$ cat src/rtl/bound_flasher_gen.sv
// Bound flasher: a thermometer-coded lamp bar that sweeps up/down between fixed turn-around counts.
// Optional end-of-sequence blink is enabled by defining BOUND_FLASHER_GEN_BLINK_EN.
module bound_flasher_gen #(
  parameter int WIDTH = 16,
  parameter int MID1  = 5,
  parameter int MID2  = 10
) (
  input  logic             clk,
  input  logic             reset,
  input  logic             step_en,
  input  logic             flick,
  output logic [WIDTH-1:0] light,
  output logic             busy,
  output logic [2:0]       phase
);
  localparam int CW = $clog2(WIDTH + 1);
  localparam logic [CW-1:0] C_ZERO  = '0;
  localparam logic [CW-1:0] C_ONE   = CW'(1);
  localparam logic [CW-1:0] C_MID1  = CW'(MID1);
  localparam logic [CW-1:0] C_MID2  = CW'(MID2);
  localparam logic [CW-1:0] C_WIDTH = CW'(WIDTH);

`ifdef BOUND_FLASHER_GEN_BLINK_EN
  // Bit 3 only separates BLINK from KICK; both report phase 7.
  typedef enum logic [3:0] {
    ST_IDLE = 4'd0, ST_UP_FULL = 4'd1, ST_DOWN_MID1 = 4'd2, ST_UP_MID2 = 4'd3,
    ST_DOWN_ZERO = 4'd4, ST_UP_MID1 = 4'd5, ST_DOWN_END = 4'd6, ST_KICK = 4'd7,
    ST_BLINK = 4'd15
  } state_t;
`else
  typedef enum logic [2:0] {
    ST_IDLE = 3'd0, ST_UP_FULL = 3'd1, ST_DOWN_MID1 = 3'd2, ST_UP_MID2 = 3'd3,
    ST_DOWN_ZERO = 3'd4, ST_UP_MID1 = 3'd5, ST_DOWN_END = 3'd6, ST_KICK = 3'd7
  } state_t;
`endif

  state_t           r_state, w_state_nx;
  logic [CW-1:0]    r_count, w_count_nx;
  logic [WIDTH-1:0] r_light, w_light_nx;
  logic [CW-1:0]    w_up, w_dn;
`ifdef BOUND_FLASHER_GEN_BLINK_EN
  logic [1:0]       r_blk, w_blk_nx;
`endif

  function automatic logic [WIDTH-1:0] therm(input logic [CW-1:0] c);
    logic [WIDTH-1:0] t;
    for (int i = 0; i < WIDTH; i++) t[i] = (i < int'(c));
    return t;
  endfunction

  assign w_up = r_count + C_ONE;
  assign w_dn = r_count - C_ONE;

  always_comb begin
    w_state_nx = r_state;
    w_count_nx = r_count;
    w_light_nx = r_light;
`ifdef BOUND_FLASHER_GEN_BLINK_EN
    w_blk_nx   = r_blk;
`endif
    if (step_en) begin
      case (r_state)
        ST_IDLE: begin
          if (flick) begin
            w_count_nx = C_ONE;
            w_state_nx = ST_UP_FULL;
          end
        end
        ST_UP_FULL: begin
          if (r_count == C_MID2 && flick) begin
            w_count_nx = w_dn;
            w_state_nx = ST_KICK;
          end else begin
            w_count_nx = w_up;
            if (w_up == C_WIDTH) w_state_nx = ST_DOWN_MID1;
          end
        end
        ST_KICK: begin
          w_count_nx = w_dn;
          if (w_dn == C_ZERO) w_state_nx = ST_UP_FULL;
        end
        ST_DOWN_MID1: begin
          w_count_nx = w_dn;
          if (w_dn == C_MID1) w_state_nx = ST_UP_MID2;
        end
        ST_UP_MID2: begin
          w_count_nx = w_up;
          if (w_up == C_MID2) w_state_nx = ST_DOWN_ZERO;
        end
        ST_DOWN_ZERO: begin
          w_count_nx = w_dn;
          if (w_dn == C_ZERO) w_state_nx = ST_UP_MID1;
        end
        ST_UP_MID1: begin
          w_count_nx = w_up;
          if (w_up == C_MID1) w_state_nx = ST_DOWN_END;
        end
        ST_DOWN_END: begin
          w_count_nx = w_dn;
          if (w_dn == C_ZERO) begin
`ifdef BOUND_FLASHER_GEN_BLINK_EN
            w_state_nx = ST_BLINK;
            w_blk_nx   = 2'd0;
`else
            w_state_nx = ST_IDLE;
`endif
          end
        end
`ifdef BOUND_FLASHER_GEN_BLINK_EN
        ST_BLINK: begin
          w_blk_nx = r_blk + 2'd1;
          if (r_blk == 2'd3) w_state_nx = ST_IDLE;
        end
`endif
        default: begin
          w_state_nx = ST_IDLE;
          w_count_nx = C_ZERO;
        end
      endcase
      w_light_nx = therm(w_count_nx);
`ifdef BOUND_FLASHER_GEN_BLINK_EN
      // Blink alternates full bar / dark while count stays parked at zero.
      if (r_state == ST_BLINK) w_light_nx = r_blk[0] ? '0 : '1;
`endif
    end
  end

  always_ff @(posedge clk) begin
    if (reset) begin
      r_state <= ST_IDLE;
      r_count <= C_ZERO;
      r_light <= '0;
`ifdef BOUND_FLASHER_GEN_BLINK_EN
      r_blk   <= 2'd0;
`endif
    end else begin
      r_state <= w_state_nx;
      r_count <= w_count_nx;
      r_light <= w_light_nx;
`ifdef BOUND_FLASHER_GEN_BLINK_EN
      r_blk   <= w_blk_nx;
`endif
    end
  end

  assign light = r_light;
  assign busy  = (r_state != ST_IDLE);
  assign phase = r_state[2:0];
endmodule

$ cat config.mk
export PLATFORM = sky130hd
export DESIGN_NAME = bound_flasher_gen
export DESIGN_NICKNAME = d
export VERILOG_FILES = /design/src/rtl/bound_flasher_gen.sv
export SDC_FILE = /design/constraint.sdc
export NUM_CORES = 1
export LEC_CHECK = 0
export ABC_AREA = 0
export CAP_MARGIN = 10
export CORE_AREA = 2 2 85 87
export DETAILED_ROUTE_END_ITERATION = 8
export DIE_AREA = 0 0 87 89
export SLEW_MARGIN = 20
export SYNTH_ARGS = -nofsm -noshare
export SYNTH_HDL_FRONTEND = slang
export SYNTH_SLANG_ARGS = --single-unit
export TNS_END_PERCENT = 100
$ cat constraint.sdc
create_clock -name clk -period 6.5 [get_ports clk]
set_input_delay 1.3 -clock clk [delete_from_list [all_inputs] [get_ports clk]]
set_output_delay 1.3 -clock clk [all_outputs]
set_load 0.01 [all_outputs]
==> summary.txt, run 1 <==
Setup path
  • Worst Setup Path Type: input pin to flop
  • Required time of the worst setup path: 6.67 ns
  • Maximum single-stage delay on the critical path: 0.87 ns
  • Worst R2R Path Depth: 6
  • Cell with the largest stage delay on the worst path: sky130_fd_sc_hd__a2bb2oi_1
  • Critical-path cell list: clkdlybuf4s50_1 > or3_1 > a311oi_1 > a2bb2oi_1 > nand4_1 > a221oi_1
  • Biggest fanout along the worst timing path: 11
  • Worst path arrival time: 3.84 ns
  • Endpoint of the lowest-slack register-to-register path: light[14]
  • R2r setup slk: 3.53 ns
  • Worst setup EP type: flop
  • Startpoint of the most critical register-to-register path: r_count[1]
  • Kind of start point of the critical path: input pin

Worst hold path
  • Hold Path Cell Cnt: 2
  • Tightest Hold Check Type: flop to flop
  • Min-Delay Endpoint: light[1]
  • Hold path start: light[1]

Yosys
  • Distinct cell type count after synthesis: 54
  • Post-synth ARST share: 0%
  • Average cell area after synthesis: 8.244 sq um
  • Most common flop cell mapped by yosys: sky130_fd_sc_hd__dfxtp_1
  • Count of warnings emitted by yosys: 0
  • Sequential fraction of the synthesis area: 27.65%
  • Synthesized net count: 212
  • Post-synthesis cell count: 202
  • Synthesis-stage register bit count: 23
  • Count of flip-flops with a built-in enable after synthesis: 0
  • Mapped Area: 1665 sq um

Timing
  • Final setup vio count: 0
  • Final sum of negative setup slack: 0 ns
  • Setup WS post-layout: 2.825 ns
  • Actual slew at the worst max-slew pin: 1.027 ns
  • Setup repair after global routing missed its margin: false
  • Final critical delay including setup and external delays: 3.675 ns
  • Fmax achieved: 0.2721 GHz
  • Final hold viol count: 0
  • Crit share post-route: 56.54%
  • Max-slew violation count: 0
  • Headroom to the max-slew limit: 31.26%
  • Worst clock skew: 0.001783 ns

Finish
  • Layout Cell Area excl Fill: 1897 sq um
  • Most frequent cells in the layout: sky130_fd_sc_hd__clkdlybuf4s50_1, sky130_fd_sc_hd__dfxtp_1, sky130_fd_sc_hd__nor2_1
  • Final cell utilization of the core: 28.23%
  • Final net count: 221
  • Area growth syn-to-layout: 13.90%
  • N_diodes: 0
  • Share of final-layout standard cells stronger than drive strength 1: 6.667%

Die
  • Initial Utilization: 24.79%
  • Core area: 6719 sq um
  • Die outline height: 89 microns
  • Area enclosed by the die boundary: 7743 sq um
  • Die X: 87 microns
  • Top-Level Pins: 24
  • Standard-cell row count: 30

Routing
  • Final wirelength: 4.068 mm
  • DRC violation count after routing: 0
  • Vias per Instance: 5.328
  • DRT antenna net count: 0
  • Avg WL per Cell: 14.03 microns
  • Detailed router's first-iteration violation count: 110
  • Overall via count from detail_route: 1,545
  • Number of iterations in the first detailed-routing pass: 4

Placed design
  • Estimated wirelength of the detail-placed design: 2.873 mm
  • Port Buffers: 23
  • Post-detailed-placement cell area: 1848 sq um
  • Weighted congestion reported at the end of routability-driven placement: 0.8260
  • Post-placement worst setup slack: 2.590 ns

Clock network
  • TritonCTS buffer count: 3
  • Post-CTS Hold Fix Bufs: 0
  • Maximum clock insertion buffer count: 2
  • Number of sinks on the clock net: 23
  • Count of cells resized by post-cts repair: 0
  • Clock edge transition at the registers on the reported setup and hold paths: 0.08 ns
  • Buffer cell driving the clock tree root: sky130_fd_sc_hd__clkbuf_8
  • Source-to-sink clock delay at the later pin of the worst-skew pair: 0.27 ns
  • TritonCTS clock tree: yes
  • Post CTS Setup Buffer Count: 0
  • H-tree depth reported by CTS: 1

GRT
  • Number of antenna violations at the first check in global routing: 0
  • GRT overflow: 0
  • Number of global-route vias before repair: 1,392
  • Overall routing resource usage: 10.52%
  • Largest net degree at the start of global routing: 26
  • Wire length of the first global-routing pass: 6.651 mm

Power
  • P_int: 0.0002584 W
  • Net switching power figure: 0.0001386 W
  • Leakage Power: 0.6038 nW
  • Switching power share of the total: 34.91%
  • Clock share of power: 23.1%
  • Gate power share: 33.3%
  • IR drop worst, VDD: 0.00008534 V
  • Power share of the sequential group: 43.6%
  • Total power divided by cell area: 209.3 nW/um^2

Flow run
  • Number of max-capacitance violations reported: 0

Run status
  • Result of the run: complete, no violations
==> worst max path at each step <==
stage / startpoint / to / slack [ns]
after detailed placement: flick / light[14] / 2.59
after global placement: step_en / phase[2] / 2.65
after CTS: flick / light[14] / 2.88
final: flick / light[14] / 2.82
after global routing: flick / light[14] / 2.56
after floorplan: flick / light[10] / 3.56
==> power groups by stage <==
stage / Sequential (W) / Combinational [W] / Clock (W)
after floorplan: 0.000172 / 0.0000936 / 0
after global placement: 0.000176 / 0.000131 / 0
after detailed placement: 0.000176 / 0.000131 / 0
after CTS: 0.000173 / 0.000132 / 0.0000950
after global routing: 0.000176 / 0.000145 / 0.000101
final: 0.000173 / 0.000132 / 0.0000917
==> state kept, by name (all words and copies together) (netlist names) <==
name     cells
r_count      5
phase        3
light       15
==> kinds of logic after synthesis <==
kind of cell,Yosys count,synth area share [%]
AND/OR/NAND/NOR,66,21.94
buffers and inverters,29,11.12
adder cells (fa/ha/maj),6,4.508
XOR/XNOR,6,3.155
flip-flops,23,27.65
multiplexers,6,3.606
AO/OA/AOI/OAI,66,28.03
==> routing by layer <==
metal	vias up	GRT usage, %	part of all wire [%]
met5	-	0	0
met4	0	0.9943	0
met3	0	3.047	7.5
met2	55	16.24	44
met1	722	15.07	48
li1	768	-	-
==> synth_stat cells (all sizes together) (4+ instances only) <==
master	n	share of area, %
nor3	9	2.7
a221oi	4	2.1
a211oi	6	2.7
nand3	4	1.5
xnor2	6	3.2
ha	6	4.5
nand2	7	1.6
nand3b	4	1.8
mux2i	6	3.6
buf	9	4.4
clkbuf	9	3.8
a21oi	16	4.8
inv	10	2.3
o21ai	10	3.0
o211ai	6	3.0
dfxtp	23	28
nor2	19	4.3
or4	4	1.8
==> through the flow <==
| stage | cells | hold slack, ns | total power, W |
|---|---|---|---|
| 2_1_floorplan | 202 | 0.4953 | 0.0002653 |
| 4_1_cts | 290 | 0.4926 | 0.0004002 |
| 6_report | 290 | 0.4855 | 0.0003970 |
| 5_1_grt | 290 | 0.5089 | 0.0004223 |
| 3_3_place_gp | 286 | 0.4738 | 0.0003071 |
| 3_5_place_dp | 286 | 0.4728 | 0.0003075 |
==> final cells by class <==
| class | count | area, sq um |
|---|---|---|
| well taps | 80 | 100.1 |
| inverters | 10 | 37.54 |
| clock inverters | 1 | 7.507 |
| repair buffers | 23 | 230.2 |
| multi-input cells | 150 | 1020 |
| clock buffers | 3 | 41.29 |
| flip-flops and latches | 23 | 460.4 |
| fillers | 730 | 4822 |
==> worst max-delay path: cells and delay by family <==
family	cells	cell delay [ns]
buffers and inverters	1	0.50
AND/OR/NAND/NOR	2	0.59
AO/OA/AOI/OAI	3	1.46
Note: power is estimated with default switching activity, not from simulation.
==> run 2, diff against run 1 <==
==> constraint.sdc (replaced) <==
create_clock -name clk -period 3.5 [get_ports clk]
set_input_delay 0.7 -clock clk [delete_from_list [all_inputs] [get_ports clk]]
set_output_delay 0.7 -clock clk [all_outputs]
set_load 0.01 [all_outputs]
==> run 2 against run 1 <==
Flip-flop and latch count stayed put. Die area stayed put. Highest routed layer is now met4. Largest power group unchanged. Worst hold slack worse by 0.0037 ns. Clock-buffer cell count stayed put.
==> summary.txt, run 2 (synthesis results as in run 1) <==
Clock network
  • Buffer cell driving the clock tree root: sky130_fd_sc_hd__clkbuf_8 (unchanged)
  • Maximum clock insertion buffer count: 2 (unchanged)
  • Post-CTS Hold Fix Bufs: 0 (unchanged)
  • H-tree depth reported by CTS: 1 (unchanged)
  • Number of sinks on the clock net: 23 (unchanged)
  • TritonCTS buffer count: 3 (unchanged)
  • Source-to-sink clock delay at the later pin of the worst-skew pair: 0.27 ns (about the same)
  • Count of cells resized by post-cts repair: 0 (unchanged)
  • Post CTS Setup Buffer Count: 0 (unchanged)
  • Clock edge transition at the registers on the reported setup and hold paths: 0.09 ns (was 0.08 ns)
  • TritonCTS clock tree: yes (unchanged)

Setup path
  • Biggest fanout along the worst timing path: 9 (was 11)
  • Worst path arrival time: 2.94 ns (was 3.84 ns)
  • End point of the critical path: light[10] (was light[14])
  • Startpoint of the most critical register-to-register path: r_count[1] (unchanged)
  • Startpoint of the worst setup timing path: flick (unchanged)
  • Cell with the largest stage delay on the worst path: sky130_fd_sc_hd__or4_1 (was sky130_fd_sc_hd__a2bb2oi_1)
  • Worst R2R Path Depth: 6 (unchanged)
  • Kind of start point of the critical path: input pin (unchanged)
  • Worst setup EP type: flop (unchanged)
  • Endpoint of the lowest-slack register-to-register path: phase[2] (was light[14])
  • Maximum single-stage delay on the critical path: 0.61 ns (was 0.87 ns)
  • R2r setup slk: 0.76 ns (was 3.53 ns)
  • Worst Setup Path Type: input pin to flop (unchanged)
  • Critical-path cell list: clkdlybuf4s50_1 > nand3b_1 > or4_1 > a32oi_2 > buf_4 > o211ai_1 > nor3b_1 > a221oi_1 (was clkdlybuf4s50_1 > or3_1 > a311oi_1 > a2bb2oi_1 > nand4_1 > a221oi_1)
  • Required time of the worst setup path: 3.60 ns (was 6.67 ns)

Run status
  • Result of the run: complete, no violations (unchanged)

Routing
  • Avg WL per Cell: 14.04 microns (was 14.03 microns)
  • Vias per Instance: 5.297 (was 5.328)
  • DRT antenna net count: 0 (unchanged)
  • DRC violation count after routing: 0 (unchanged)
  • Final wirelength: 4.114 mm (was 4.068 mm)
  • Overall via count from detail_route: 1,552 (was 1,545)
  • Detailed router's first-iteration violation count: 120 (was 110)
  • Number of iterations in the first detailed-routing pass: 4 (unchanged)

Placed design
  • Weighted congestion reported at the end of routability-driven placement: 0.8784 (was 0.8260)
  • Post-detailed-placement cell area: 1871 sq um (was 1848 sq um)
  • Estimated wirelength of the detail-placed design: 2.923 mm (was 2.873 mm)
  • Port Buffers: 23 (unchanged)

GRT
  • Number of antenna violations at the first check in global routing: 0 (unchanged)
  • Wire length of the first global-routing pass: 7.031 mm (was 6.651 mm)
  • Number of global-route vias before repair: 1,482 (was 1,392)
  • GRT overflow: 0 (unchanged)
  • Overall routing resource usage: 10.97% (was 10.52%)
  • Largest net degree at the start of global routing: 25 (was 26)

Die
  • Initial Utilization: 24.79% (unchanged)
  • Die outline height: 89 microns (unchanged)
  • Top-Level Pins: 24 (unchanged)
  • Die X: 87 microns (unchanged)
  • Standard-cell row count: 30 (unchanged)
  • Area enclosed by the die boundary: 7743 sq um (unchanged)
  • Core area: 6719 sq um (unchanged)

Worst hold path
  • Hold Path Cell Cnt: 2 (unchanged)
  • Tightest Hold Check Type: flop to flop (unchanged)

Timing
  • Fmax achieved: 0.3518 GHz
  • Headroom to the max-slew limit: 43.31% (was 31.26%)
  • Crit share post-route: 81.21%
  • Final hold viol count: 0 (unchanged)
  • Setup repair after global routing missed its margin: false (unchanged)
  • Worst clock skew: 0.01474 ns (was 0.001783 ns)
  • Final critical delay including setup and external delays: 2.842 ns
  • Final sum of negative setup slack: 0 ns (unchanged)
  • Final setup vio count: 0 (unchanged)
  • Actual slew at the worst max-slew pin: 0.8477 ns (was 1.027 ns)
  • Max-slew violation count: 0 (unchanged)

Finish
  • Final cell utilization of the core: 28.57% (was 28.23%)
  • Largest register FFs: 15 (unchanged)
  • Most frequent cells in the layout: sky130_fd_sc_hd__clkdlybuf4s50_1, sky130_fd_sc_hd__dfxtp_1, sky130_fd_sc_hd__nor2_1 (unchanged)
  • N_diodes: 0 (unchanged)
  • Final net count: 224 (was 221)
  • Share of final-layout standard cells stronger than drive strength 1: 7.981% (was 6.667%)
  • Layout Cell Area excl Fill: 1919 sq um (was 1897 sq um)
  • Area growth syn-to-layout: 15.25% (was 13.90%)

Flow run
  • Number of max-capacitance violations reported: 0 (unchanged)

Power
  • IR drop worst, VDD: 0.0001471 V (was 0.00008534 V)
  • Leakage Power: 0.6192 nW (was 0.6038 nW)
  • Total power divided by cell area: 386.9 nW/um^2 (was 209.3 nW/um^2)
## run 2: changes by cell type in the layout (fill, tap and decap cells not counted), sizes merged
| cell | delta |
|---|---|
| buf | +3 |
## run 2: worst max-delay path: cells and delay by family
family | cells | cell delay, ns
AND/OR/NAND/NOR | 3 | 1.06
buffers and inverters | 2 | 0.74
AO/OA/AOI/OAI | 3 | 0.43
## run 2: per-layer routing
metal | share of wire (%) | global-route usage, % | wire length, microns | vias to the layer above
li1 | - | - | - | 782
met1 | 47 | 14.46 | 1954 | 728
met2 | 45 | 17.49 | 1855 | 38
met3 | 6.7 | 3.693 | 277 | 4
met4 | 0.66 | 2.273 | 27 | 0
met5 | 0 | 0 | 0 | -
## run 2: layout make-up
class / instances / area [sq um]
fill: 715 / 4800
multi-input combinational: 150 / 1020
sequential: 23 / 460.4
timing repair buffer: 26 / 252.7
tap: 80 / 100.1
clock buffer: 3 / 41.29
inverter: 10 / 37.54
clock inverter: 1 / 7.507
## run 2: how the worst min path moves through the flow
stage / from / endpoint
floorplan: light[11] / light[11]
global placement: light[7] / light[7]
detailed placement: light[1] / light[1]
CTS: light[1] / light[1]
global route: light[3] / light[3]
finish: light[11] / light[11]
## run 2: power by group
group	switching [W]	leakage [nW]	total, W	internal, W
sequential	0.0000345	0.190	0.000321	0.000287
clock	0.0000878	0.0217	0.000168	0.0000806
combinational	0.000135	0.408	0.000253	0.000118
## run 2: metrics by stage
step                      power [W]  setup WS, ns  hold WS (ns)  instances
final                     0.0007427        0.6577        0.4818        293
after CTS                 0.0007475        0.6710        0.4855        293
after detailed placement  0.0005792        0.3792        0.4687        289
after global placement    0.0005785        0.4040        0.4722        289
after floorplan           0.0004928         1.155        0.4953        202
after global routing      0.0007884        0.4586        0.5101        293
